[src/rtl/sal_addr_decoder_mb.sv]
`default_nettype none
// ============================================================================
//  Module      : sal_addr_decoder_mb
//  Description : Multi-bank AXI address decoder. Accepts AR/AW requests,
//                holds a write back until all of its data beats are present,
//                alternates reads and writes round-robin, and issues one
//                registered request to the addressed bank controller.
//  Revision    : 1.0 - initial multi-bank release
// ============================================================================
module sal_addr_decoder_mb #(
    parameter int ADDR_WIDTH = 32,
    parameter int ID_WIDTH   = 4,
    parameter int LEN_WIDTH  = 4,
    parameter int BK_CNT     = 4,
    parameter int OFS_WIDTH  = 3,
    parameter int CA_WIDTH   = 10,
    parameter int RA_WIDTH   = 13,
    parameter int WCNT_WIDTH = 5
) (
    input  logic                  clk,
    input  logic                  rst_n,
    // AXI read address channel
    input  logic                  ar_valid,
    output logic                  ar_ready,
    input  logic [ID_WIDTH-1:0]   ar_id,
    input  logic [ADDR_WIDTH-1:0] ar_addr,
    input  logic [LEN_WIDTH-1:0]  ar_len,
    // AXI write address channel
    input  logic                  aw_valid,
    output logic                  aw_ready,
    input  logic [ID_WIDTH-1:0]   aw_id,
    input  logic [ADDR_WIDTH-1:0] aw_addr,
    input  logic [LEN_WIDTH-1:0]  aw_len,
    // W channel snoop
    input  logic                  w_valid,
    input  logic                  w_ready,
    input  logic                  w_last,
    output logic                  w_hold,
    // Bank request interface
    output logic [BK_CNT-1:0]     bk_valid,
    input  logic [BK_CNT-1:0]     bk_ready,
    output logic [ID_WIDTH-1:0]   bk_id,
    output logic [RA_WIDTH-1:0]   bk_ra,
    output logic [CA_WIDTH-1:0]   bk_ca,
    output logic [LEN_WIDTH-1:0]  bk_len,
    output logic                  bk_wr,
    output logic [WCNT_WIDTH-1:0] wcnt
);

    localparam int c_ba_w   = $clog2(BK_CNT);
    localparam int c_ca_lsb = OFS_WIDTH;
    localparam int c_ba_lsb = OFS_WIDTH + CA_WIDTH;
    localparam int c_ra_lsb = OFS_WIDTH + CA_WIDTH + c_ba_w;
    localparam logic [WCNT_WIDTH-1:0] c_wcnt_max = '1;
    localparam logic [BK_CNT-1:0]     c_bk_one   = {{(BK_CNT-1){1'b0}}, 1'b1};

    typedef enum logic [0:0] {
        S_EMPTY = 1'b0,
        S_FULL  = 1'b1
    } state_t;

    state_t                r_state;
    logic                  r_prio_wr;
    logic [WCNT_WIDTH-1:0] r_wcnt;
    logic [BK_CNT-1:0]     r_bk_valid;
    logic [ID_WIDTH-1:0]   r_bk_id;
    logic [RA_WIDTH-1:0]   r_bk_ra;
    logic [CA_WIDTH-1:0]   r_bk_ca;
    logic [LEN_WIDTH-1:0]  r_bk_len;
    logic                  r_bk_wr;

    logic                  w_wl_hs;
    logic                  w_aw_hs;
    logic                  w_rd_el;
    logic                  w_wr_el;
    logic                  w_drain;
    logic                  w_can_load;
    logic                  w_grant_rd;
    logic                  w_grant_wr;
    logic                  w_load;
    logic [ADDR_WIDTH-1:0] w_sel_addr;
    logic [c_ba_w-1:0]     w_sel_ba;
    logic                  w_unused;

    // Bits above the row field play no part in the decode
    assign w_unused = ^{ar_addr, aw_addr};

    assign w_wl_hs = w_valid & w_ready & w_last;
    assign w_aw_hs = aw_valid & aw_ready;

    // A write is only eligible once at least one complete data burst is held
    assign w_rd_el = ar_valid;
    assign w_wr_el = aw_valid & (r_wcnt != '0);

    // Held request leaves when its own bank accepts; other banks are ignored
    assign w_drain    = (r_state == S_FULL) & (|(r_bk_valid & bk_ready));
    assign w_can_load = (r_state == S_EMPTY) | w_drain;

    assign w_grant_wr = w_wr_el & (~w_rd_el | r_prio_wr);
    assign w_grant_rd = w_rd_el & (~w_wr_el | ~r_prio_wr);

    assign ar_ready = w_can_load & w_grant_rd;
    assign aw_ready = w_can_load & w_grant_wr;
    assign w_load   = ar_ready | aw_ready;

    assign w_sel_addr = aw_ready ? aw_addr : ar_addr;
    assign w_sel_ba   = w_sel_addr[c_ba_lsb +: c_ba_w];

    assign w_hold   = (r_wcnt == c_wcnt_max);
    assign wcnt     = r_wcnt;
    assign bk_valid = r_bk_valid;
    assign bk_id    = r_bk_id;
    assign bk_ra    = r_bk_ra;
    assign bk_ca    = r_bk_ca;
    assign bk_len   = r_bk_len;
    assign bk_wr    = r_bk_wr;

    // Count complete write-data bursts not yet matched by an issued AW
    always_ff @(posedge clk or negedge rst_n) begin
        if (!rst_n) begin
            r_wcnt <= '0;
        end else if (w_wl_hs && !w_aw_hs) begin
            if (r_wcnt != c_wcnt_max) begin
                r_wcnt <= r_wcnt + 1'b1;
            end
        end else if (w_aw_hs && !w_wl_hs) begin
            if (r_wcnt != '0) begin
                r_wcnt <= r_wcnt - 1'b1;
            end
        end
    end

    // Output register: load on grant (possibly while draining), else drain
    always_ff @(posedge clk or negedge rst_n) begin
        if (!rst_n) begin
            r_state    <= S_EMPTY;
            r_prio_wr  <= 1'b0;
            r_bk_valid <= '0;
            r_bk_id    <= '0;
            r_bk_ra    <= '0;
            r_bk_ca    <= '0;
            r_bk_len   <= '0;
            r_bk_wr    <= 1'b0;
        end else if (w_load) begin
            r_state    <= S_FULL;
            r_prio_wr  <= ~w_grant_wr;
            r_bk_valid <= c_bk_one << w_sel_ba;
            r_bk_id    <= aw_ready ? aw_id  : ar_id;
            r_bk_len   <= aw_ready ? aw_len : ar_len;
            r_bk_ra    <= w_sel_addr[c_ra_lsb +: RA_WIDTH];
            r_bk_ca    <= w_sel_addr[c_ca_lsb +: CA_WIDTH];
            r_bk_wr    <= aw_ready;
        end else if (w_drain) begin
            r_state    <= S_EMPTY;
            r_bk_valid <= '0;
        end
    end

`ifndef SYNTHESIS
    // Completing a W burst while the counter is full loses a write
    a_no_wcnt_overflow : assert property (
        @(posedge clk) disable iff (!rst_n) !(w_wl_hs && w_hold)
    );
`endif

endmodule
`default_nettype wire
[config.mk]
export PLATFORM = sky130hd
export DESIGN_NAME = sal_addr_decoder_mb
export DESIGN_NICKNAME = d
export VERILOG_FILES = /design/src/rtl/sal_addr_decoder_mb.sv
export SDC_FILE = /design/constraint.sdc
export NUM_CORES = 1
export LEC_CHECK = 0
export ABC_CLOCK_PERIOD_IN_PS = 2500
export CORE_ASPECT_RATIO = 1.4
export CORE_MARGIN = 3
export CORE_UTILIZATION = 34
export DETAILED_ROUTE_END_ITERATION = 12
export PLACE_DENSITY = 0.77
export SLEW_MARGIN = 30
export SYNTH_ARGS = -nofsm -noshare
export SYNTH_HDL_FRONTEND = slang
export SYNTH_SLANG_ARGS = --single-unit
export TNS_END_PERCENT = 10
[constraint.sdc]
create_clock -name clk -period 2.5 [get_ports clk]
set_input_delay 0.75 -clock clk [delete_from_list [all_inputs] [get_ports clk]]
set_output_delay 0.75 -clock clk [all_outputs]
set_load 0.05 [all_outputs]
==> Word-level counts from Yosys, hierarchy flattened <==
Cells that the tools add are included.
{ "op_classes": {"add_sub_neg": 2, "n_eq_ne": 3, "shifts": 1, "muxes": 11, "bitwise_logic": 19, "reduce_logical": 10} }
{ "op_table": {"columns": ["cell", "count"], "rows": [
  ["$mux W28", 1],
  ["$mux W5", 4],
  ["$mux W4", 4],
  ["$and A1 B1 Y1", 9],
  ["$reduce_bool A2 Y1", 3],
  ["$add A5 B1 Y5 const B", 1],
  ["$eq A5 B5 Y1 const B", 1],
  ["$ne A5 B5 Y1 const B", 1],
  ["$not A1 Y1", 5],
  ["$reduce_bool A5 Y1", 1],
  ["$sub A5 B1 Y5 const B", 1],
  ["$and A4 B4 Y4", 1],
  ["$or A1 B1 Y1", 4],
  ["$reduce_or A4 Y1", 1],
  ["$shl A1 B2 Y4 const A", 1],
  ["$reduce_and A3 Y1", 1],
  ["$logic_and A1 B1 Y1", 2],
  ["$logic_not A1 Y1", 2],
  ["$mux W1", 2],
  ["$ne A2 B1 Y1 const B", 1]
]} }
{ "totals": {"ff_bits": 43, "inputBits": 91, "wordCells": 55} }

==> Logic depth before layout (Yosys ltp) <==
Gate-level depths: netlist (run 1).
{ "depth": {"word_depth": 10, "depth_mapped": 11, "ltp_nobuf": 10} }

==> Worst setup path after synthesis (run 1) <==
No wires, ideal clock.
{ "synth_timing": {"path_type": "input to register", "start": "input port bk_ready[2]", "end": "register r_wcnt[4] (netlist: wcnt[4])", "setup_time_ns": 0.080, "arrival_ns": 2.946, "required_time_ns": 2.420, "slack_ns": -0.525, "cell_stages": 11, "path_buffers": 1, "path_cell_list": "a22o_1 > nor3_4 > buf_4 > or2_2 > ha_1 > inv_1 > fa_1 > a21o_1 > a21oi_1 > mux2i_1 > a2bb2oi_1"} }
{ "synth_between": {"elab_chain_cells": 10, "word_cells_on_any_way": 14} }
{ "synth_lines": {"columns": ["element", "line", "source"], "rows": [
  ["from (decl)", "41", "input logic [BK_CNT-1:0] bk_ready,"],
  ["$and A4 B4 Y4 *", "96", "assign w_drain = (r_state == S_FULL) & (|(r_bk_valid & bk_ready));"],
  ["$reduce_or A4 Y1 *", "96", null],
  ["$and A1 B1 Y1 *", "96", null],
  ["$or A1 B1 Y1 *", "97", "assign w_can_load = (r_state == S_EMPTY) | w_drain;"],
  ["$and A1 B1 Y1 *", "103", "assign aw_ready = w_can_load & w_grant_wr;"],
  ["$and A1 B1 Y1 *", "89", "assign w_aw_hs = aw_valid & aw_ready;"],
  ["$logic_not A1 Y1", "122", "end else if (w_wl_hs && !w_aw_hs) begin"],
  ["$logic_and A1 B1 Y1", "122", null],
  ["$ne A2 B1 Y1 (no line) / $reduce_bool A2 Y1 (equally long branches)", null, null],
  ["$reduce_and A3 Y1 (no line)", null, null],
  ["to (signal assigned)", "124", "r_wcnt <= r_wcnt + 1'b1;"],
  ["to (signal assigned)", "128", "r_wcnt <= r_wcnt - 1'b1;"],
  ["to (decl)", "64", "logic [WCNT_WIDTH-1:0] r_wcnt;"]
]} }
Mark *: on every way between the ends. The rest lies on a longest branch, timed or not.
A chain may end at the register's enable or synchronous reset.

==> Final worst setup path (run 1) <==
{ "layout_timing": {"start": "input port bk_ready[2]", "end": "output port ar_ready"} }
{ "layout_between": {"elab_chain_cells": 5} }
{ "layout_lines": {"columns": ["element", "line", "source"], "rows": [
  ["$and A4 B4 Y4", "96", null],
  ["$reduce_or A4 Y1", "96", null],
  ["$and A1 B1 Y1", "96", null],
  ["$or A1 B1 Y1", "97", null],
  ["$and A1 B1 Y1", "102", "assign ar_ready = w_can_load & w_grant_rd;"],
  ["to (decl)", "24", "output logic ar_ready,"]
]} }
Every way passes these cells.

==> results of run 1 <==
-- per-stage QoR --
step	power [mW]	std cells
finish	5.56	402
global route	5.87	402
CTS	5.60	401
detailed placement	4.88	392
global placement	4.82	392
floorplan	3.59	185
-- layer usage --
| layer | part of all wire | routed length (um) | vias to the layer above |
|---|---|---|---|
| met5 | 0 | 0 | - |
| met4 | 0.020 | 138 | 0 |
| met3 | 0.054 | 378 | 12 |
| met2 | 0.52 | 3630 | 75 |
| met1 | 0.41 | 2860 | 1054 |
| li1 | - | - | 1025 |
-- cell type report --
class,count,area share
clock buffer,6,0.0187
multi-input combinational,124,0.289
inverter,5,0.00611
timing repair buffer,150,0.371
sequential,43,0.277
clock inverter,2,0.0154
tap,72,0.0232
-- synth_stat cells (4+ instances only) --
cell / n
dfrtp_1: 43
or3_1: 32
o221a_1: 28
o21ai_0: 7
buf_2: 5
ha_1: 4
inv_1: 4
-- logic make-up after synthesis --
family / after synthesis / synth area share
buffers and inverters: 18 / 0.0449
xor gates and xnor gates: 3 / 0.0116
adders and majority gates: 5 / 0.0310
muxes: 5 / 0.0238
and+or+nand+nor: 52 / 0.152
DFF: 43 / 0.477
AOI/OAI and AO/OA: 59 / 0.259
-- registers in the layout (all words and copies together) (netlist names) --
signal,count
bk_ca,10
bk_id,4
bk_len,4
bk_ra,13
bk_valid,4
bk_wr,1
r_prio_wr,1
r_state,1
wcnt,5
-- power by group through the flow --
stage,sequential [mW],combinational [mW],clock [mW]
after floorplan,2.38,1.21,0
after global placement,1.23,3.59,0
after detailed placement,1.25,3.63,0
after CTS,1.23,3.70,0.665
after global routing,1.27,3.92,0.682
final,1.23,3.69,0.643
-- worst min-delay path by stage --
stage,from,end,depth (start not counted)
5_1_grt,bk_wr,bk_wr,1
4_1_cts,bk_wr,bk_wr,1
3_5_place_dp,bk_wr,bk_wr,1
6_report,bk_wr,bk_wr,1
3_3_place_gp,bk_wr,bk_wr,1
2_1_floorplan,rst_n,bk_ca[0],0
-- worst max-delay path: cells and delay by family --
kind | cells | cell delay [ns]
and+or+nand+nor | 1 | 0.08
AOI/OAI and AO/OA | 2 | 0.55
buffers and inverters | 4 | 0.39
-- timing repair --
action | 4_1_cts | 5_1_grt
endpoints found under the setup margin | 7 | 4
resized for setup | 32 | 5
buffers inserted | 1 | 1
pin swaps | 5 | 1
==> results.md, run 1 <==
- R2R cell count: 10
- Diode count: 0
- Share of layout cells above drive strength 1: 0.230
- CP max-delay cell: o31a_1
- Multi-input logic area: 1120 um2
- Maximum number of pins on one net before global-route repair: 40
- Buffers on Ports: 120
- PD cells: 1430 nW/um2
- Part of the power in registers: 0.221
- Post-Place Setup Slack: -0.597 ns
- Seq cells post-synth: 43
- CP cell instances: buf_6, a22o_4, buf_6, o31a_1, nand2_4, inv_2, buf_8
- Clk pwr share: 0.116
- Net switching power: 2.59 mW
- Clock skew: 0.00703 ns
- RSZ-0062 raised after global routing: true
- Ys async rst share: 1.00
- Setup TNS Final: -0.0209 ns
- Synth Cell Area: 2260 um2
- Synth cell types: 47
- Most frequent cells in the layout: clkdlybuf4s50_1 (110), dfrtp_1 (41), or3_1 (32), o221a_1 (28), buf_4 (26)
- Total clock sinks: between 40 and 50
- Worst hold slack: 0.491 ns
- Sw Ratio: 0.466
- Critical path launch point type: primary input
- 1st-iter DRT viols: 60
- Ys flop type: dfrtp_1
- Status: finished with violations
- Post-Syn Instances: 185
- Final period util: 1.01
- Routability Congestion: roughly 0.81
- Via-to-Cell Ratio: between 5 and 6
- Area contributors post-synth: dfrtp_1 (48%), o221a_1 (14%), or3_1 (8.9%)
- CTS Hold Buffers Added: 0
- Die X: 74.9 um
- Detailed placement HPWL: 5150 um
- Syn avg cell area: 12.2 um2
- H-tree depth: 2
- Worst-path maximum fanout: 3
- Drt first pass iters: 4
- Core footprint: 6340 um2
- Arr. time, crit path: ~1.8 ns
- Reg2Reg Setup Slack: approximately 0.06 ns
- Combinational Power Share: 0.664
- Crit Path Category: primary input to output pin
- Slew HR: 0.480
- Final core occ: 0.614
- Initial antenna violation count: 0
- Remaining DRCs: 0
- Leakage power: 1.52 nW
- Layout Nets: 425
- Sequential area share after synthesis: 0.477
- Cell mode on critical path: buf_6
- CTS Buffer Depth: 2
- Die Ht: between 100 and 150 um
- Vias: between 2000 and 2500
- Clock Pin Slew Worst Setup and Hold Paths: approximately 0.090 ns
- Initial core utilization: 0.356
- Root Driver: clkbuf_8
- Global-route usage over all layers: 0.184
- Clock latency at the later pin of the worst-skew pair: between 0.2 and 0.3 ns
- Number of flops mapped to enable cells by yosys: 0
- Met2 global-route usage: 0.317
- Critical Path Source: bk_ready[2]
- Reg-to-Reg Start: wcnt[0]
- Fillers: 539
- Final Max Tran Viols: 0
- Worst endpoint required time: 1.75 ns
- Rows: 34
- GRT busiest layer: met2
- TritonCTS clock tree: done
- First-pass GRT wire length: 11000 um
- Placed Instance Area: 3710 um2
- Final min period: 2.52 ns
- GR Util met3: 0.0335
- Peak Freq: 397 MHz
- Grt total ovfl: 0
- Failing checks: setup timing
- R2R Path End: wcnt[4]
- Yosys top cell by area: dfrtp_1
- Worst Hold Class: flip-flop to flip-flop
- Cell area after layout: 3890 um2
- FF+latch area: 1080 um2
- Commonest non-fill, non-tap cell in the layout: clkdlybuf4s50_1
- Post-synth top area share: 0.477
- Final WS setup: -0.0209 ns
- WL final: ~7000 um
- Peak supply drop: 0.805 mV
- Antenna Nets Post-Route: 0
- CP endpoint: ar_ready
- Ports: 135
- Final Hold Fails: 0
- Vias in the first global route: 2267
- Slew of the pin with the lowest slew margin: slightly below 0.8 ns
- Crit path largest cell delay: 0.29 ns
- Area grow syn2layout: 72.3%
- Final-report setup violation count: 1
- Mapped Nets: between 200 and 300
- Internal: 2.97 mW
- Max Cap Viol: 0
- Yosys warns: 0
- Die area: 7670 um2
- CTS buffer count: 5
- Crit. End Element: output pin
- Met1 usage: 0.228
- WL/cell: 17.4 um
Note: power is estimated with default switching activity, not from simulation.
==> run 2, diff against run 1 <==
--- a/config.mk
+++ b/config.mk
@@ -9,6 +9,7 @@
 export CORE_ASPECT_RATIO = 1.4
 export CORE_MARGIN = 3
 export CORE_UTILIZATION = 34
+export CTS_CLUSTER_SIZE = 24
 export DETAILED_ROUTE_END_ITERATION = 12
 export PLACE_DENSITY = 0.77
 export SLEW_MARGIN = 30
==> results of run 2 <==
Same layout as run 1: the final DEF is identical, and so are final timing and power.
==> run 3, diff against run 2 <==
--- a/config.mk
+++ b/config.mk
@@ -7,7 +7,7 @@
 export LEC_CHECK = 0
 export ABC_CLOCK_PERIOD_IN_PS = 2500
 export CORE_ASPECT_RATIO = 1.4
-export CORE_MARGIN = 3
+export CORE_MARGIN = 5
 export CORE_UTILIZATION = 34
 export CTS_CLUSTER_SIZE = 24
 export DETAILED_ROUTE_END_ITERATION = 12
==> results.md, run 3 (same netlist as run 1, synthesis figures left out) <==
- Status: finished with violations
- Failing checks: setup timing
- Maximum number of pins on one net before global-route repair: 40
- Crit. End Element: output pin
- WL final: 7320 um
- Area grow syn2layout: 71.8%
- Cell mode on critical path: buf_6
- Die X: 78.9 um
- Clock latency at the later pin of the worst-skew pair: 0.29 ns
- H-tree depth: 2
- Global-route usage over all layers: 0.176
- CP max-delay cell: o31a_1
- Clock skew: 0.00431 ns
- CTS buffer count: 5
- R2R Path End: wcnt[4]
- Vias: 2186
- Vias in the first global route: 2374
- Final-report setup violation count: 3
- R2R cell count: 10
- Setup TNS Final: -0.0750 ns
- Worst Hold Class: primary input to async pin
- Final core occ: 0.594
- Commonest non-fill, non-tap cell in the layout: clkdlybuf4s50_1
- 1st-iter DRT viols: around 110
- Root Driver: clkbuf_8
- Die area: about 8400 um2
- Met3 WL: 335 um
- Most frequent cells in the layout: clkdlybuf4s50_1 (110), dfrtp_1 (41), or3_1 (32), buf_4 (29), o221a_1 (28)
- Final WS setup: -0.0431 ns
- Clock Pin Slew Worst Setup and Hold Paths: 0.08 ns
- Dpl cells: slightly below 400
- Worst hold slack: 0.418 ns
- Crit path largest cell delay: slightly above 0.3 ns
- Reg2Reg Setup Slack: 0.03 ns
- Ports: ~140
- Antenna Nets Post-Route: 0
- Die Ht: 106 um
- Finished Layout Cells: 407
- Initial antenna violation count: 0
- Detailed placement HPWL: approximately 5400 um
- Buffers on Ports: 120
- Worst-path maximum fanout: 2
- Via-to-Cell Ratio: 5.37
- Top Metal Used: met4
- Max FFs per register: 13
- Grt total ovfl: 0
- Initial core utilization: 0.346
- Leakage power: 1.51 nW
- Final Max Tran Viols: 0
- Arr. time, crit path: 1.79 ns
- Fillers: 530
- First-pass GRT wire length: 11800 um
- CTS Buffer Depth: 2
- TritonCTS clock tree: done
- Remaining DRCs: 0
- Drt first pass iters: 4
- Rows: 35
- WL/cell: between 15 and 20 um
- CP Buf/Inv Count: 4
- Final period util: 1.02
- DRT met1 WL: 2790 um
- Peak Freq: ~400 MHz
- Routability Congestion: between 0.7 and 0.8
- Final Hold Fails: 0
- PD cells: about 1400 nW/um2
- Final min period: around 2.5 ns
- Diode count: 0
- Worst endpoint required time: 1.75 ns
- Slew HR: 0.640
- Critical path launch point type: primary input
- Layout Nets: 428
- CP cell instances: buf_6, a22o_4, buf_6, o31a_1, nand2_4, inv_4, buf_8
- Core footprint: 6530 um2
- RSZ-0062 raised after global routing: true
- WL met2: slightly above 4000 um
- Max Cap Viol: 0
- Slew of the pin with the lowest slew margin: 0.538 ns
- Share of layout cells above drive strength 1: 0.237
- Reg-to-Reg Start: wcnt[0]
- Total clock sinks: 43
- Peak supply drop: around 0.70 mV
- Crit Path Category: primary input to output pin
- Family with the most delay on the worst path: compound AO/OA/AOI/OAI gates
run 3: through the flow:
| stage | setup WS [ns] | power (mW) | instance area (um2) |
|---|---|---|---|
| 6_report | -0.0431 | 5.40 | 3880 |
| 5_1_grt | -0.114 | 5.70 | 3880 |
| 4_1_cts | -0.0447 | 5.44 | 3870 |
| 3_5_place_dp | -0.613 | 4.91 | 3720 |
| 3_3_place_gp | -0.563 | 4.83 | 3720 |
| 2_1_floorplan | -0.215 | 3.59 | 2290 |
run 3: how the worst max path moves through the flow:
stage / cells past startpoint / start / endpoint / slack, ns
3_3_place_gp: 11 / bk_ready[1] / wcnt[3] / -0.56
5_1_grt: 11 / bk_ready[2] / wcnt[4] / -0.11
4_1_cts: 7 / bk_ready[2] / ar_ready / -0.04
2_1_floorplan: 11 / bk_ready[0] / wcnt[4] / -0.22
3_5_place_dp: 11 / bk_ready[1] / wcnt[3] / -0.61
6_report: 7 / bk_ready[2] / ar_ready / -0.04
run 3: area by class of cell:
| class | count | area, um2 | area share |
|---|---|---|---|
| Clock inverter | 2 | 12.5 | 0.00323 |
| Tap cell | 74 | 92.6 | 0.0239 |
| Inverter | 5 | 26.3 | 0.00678 |
| Clock buffer | 6 | 72.6 | 0.0187 |
| Timing Repair Buffer | 153 | 1470 | 0.380 |
| Sequential cell | 43 | 1080 | 0.278 |
| Multi-Input combinational cell | 124 | 1120 | 0.289 |
run 3: timing repair:
action | in CTS | in global routing
pin swaps | 5 | 4
hold buffers | 0 | 0
endpoints found under the setup margin | 7 | 4
endpoints found under the hold margin | 0 | 0
buffers inserted | 6 | 0
resized for setup | 29 | 4
run 3: metal layers:
metal,vias up,GRT usage
met5,-,0
met4,0,0.0639
met3,11,0.0280
met2,69,0.327
met1,1079,0.199
li1,1027,-
run 3: report_power, final:
part	leakage (nW)	internal (mW)	switching [mW]
Clock	0.0412	0.195	0.237
Combinational	0.990	1.55	2.18
Sequential	0.481	1.04	0.195
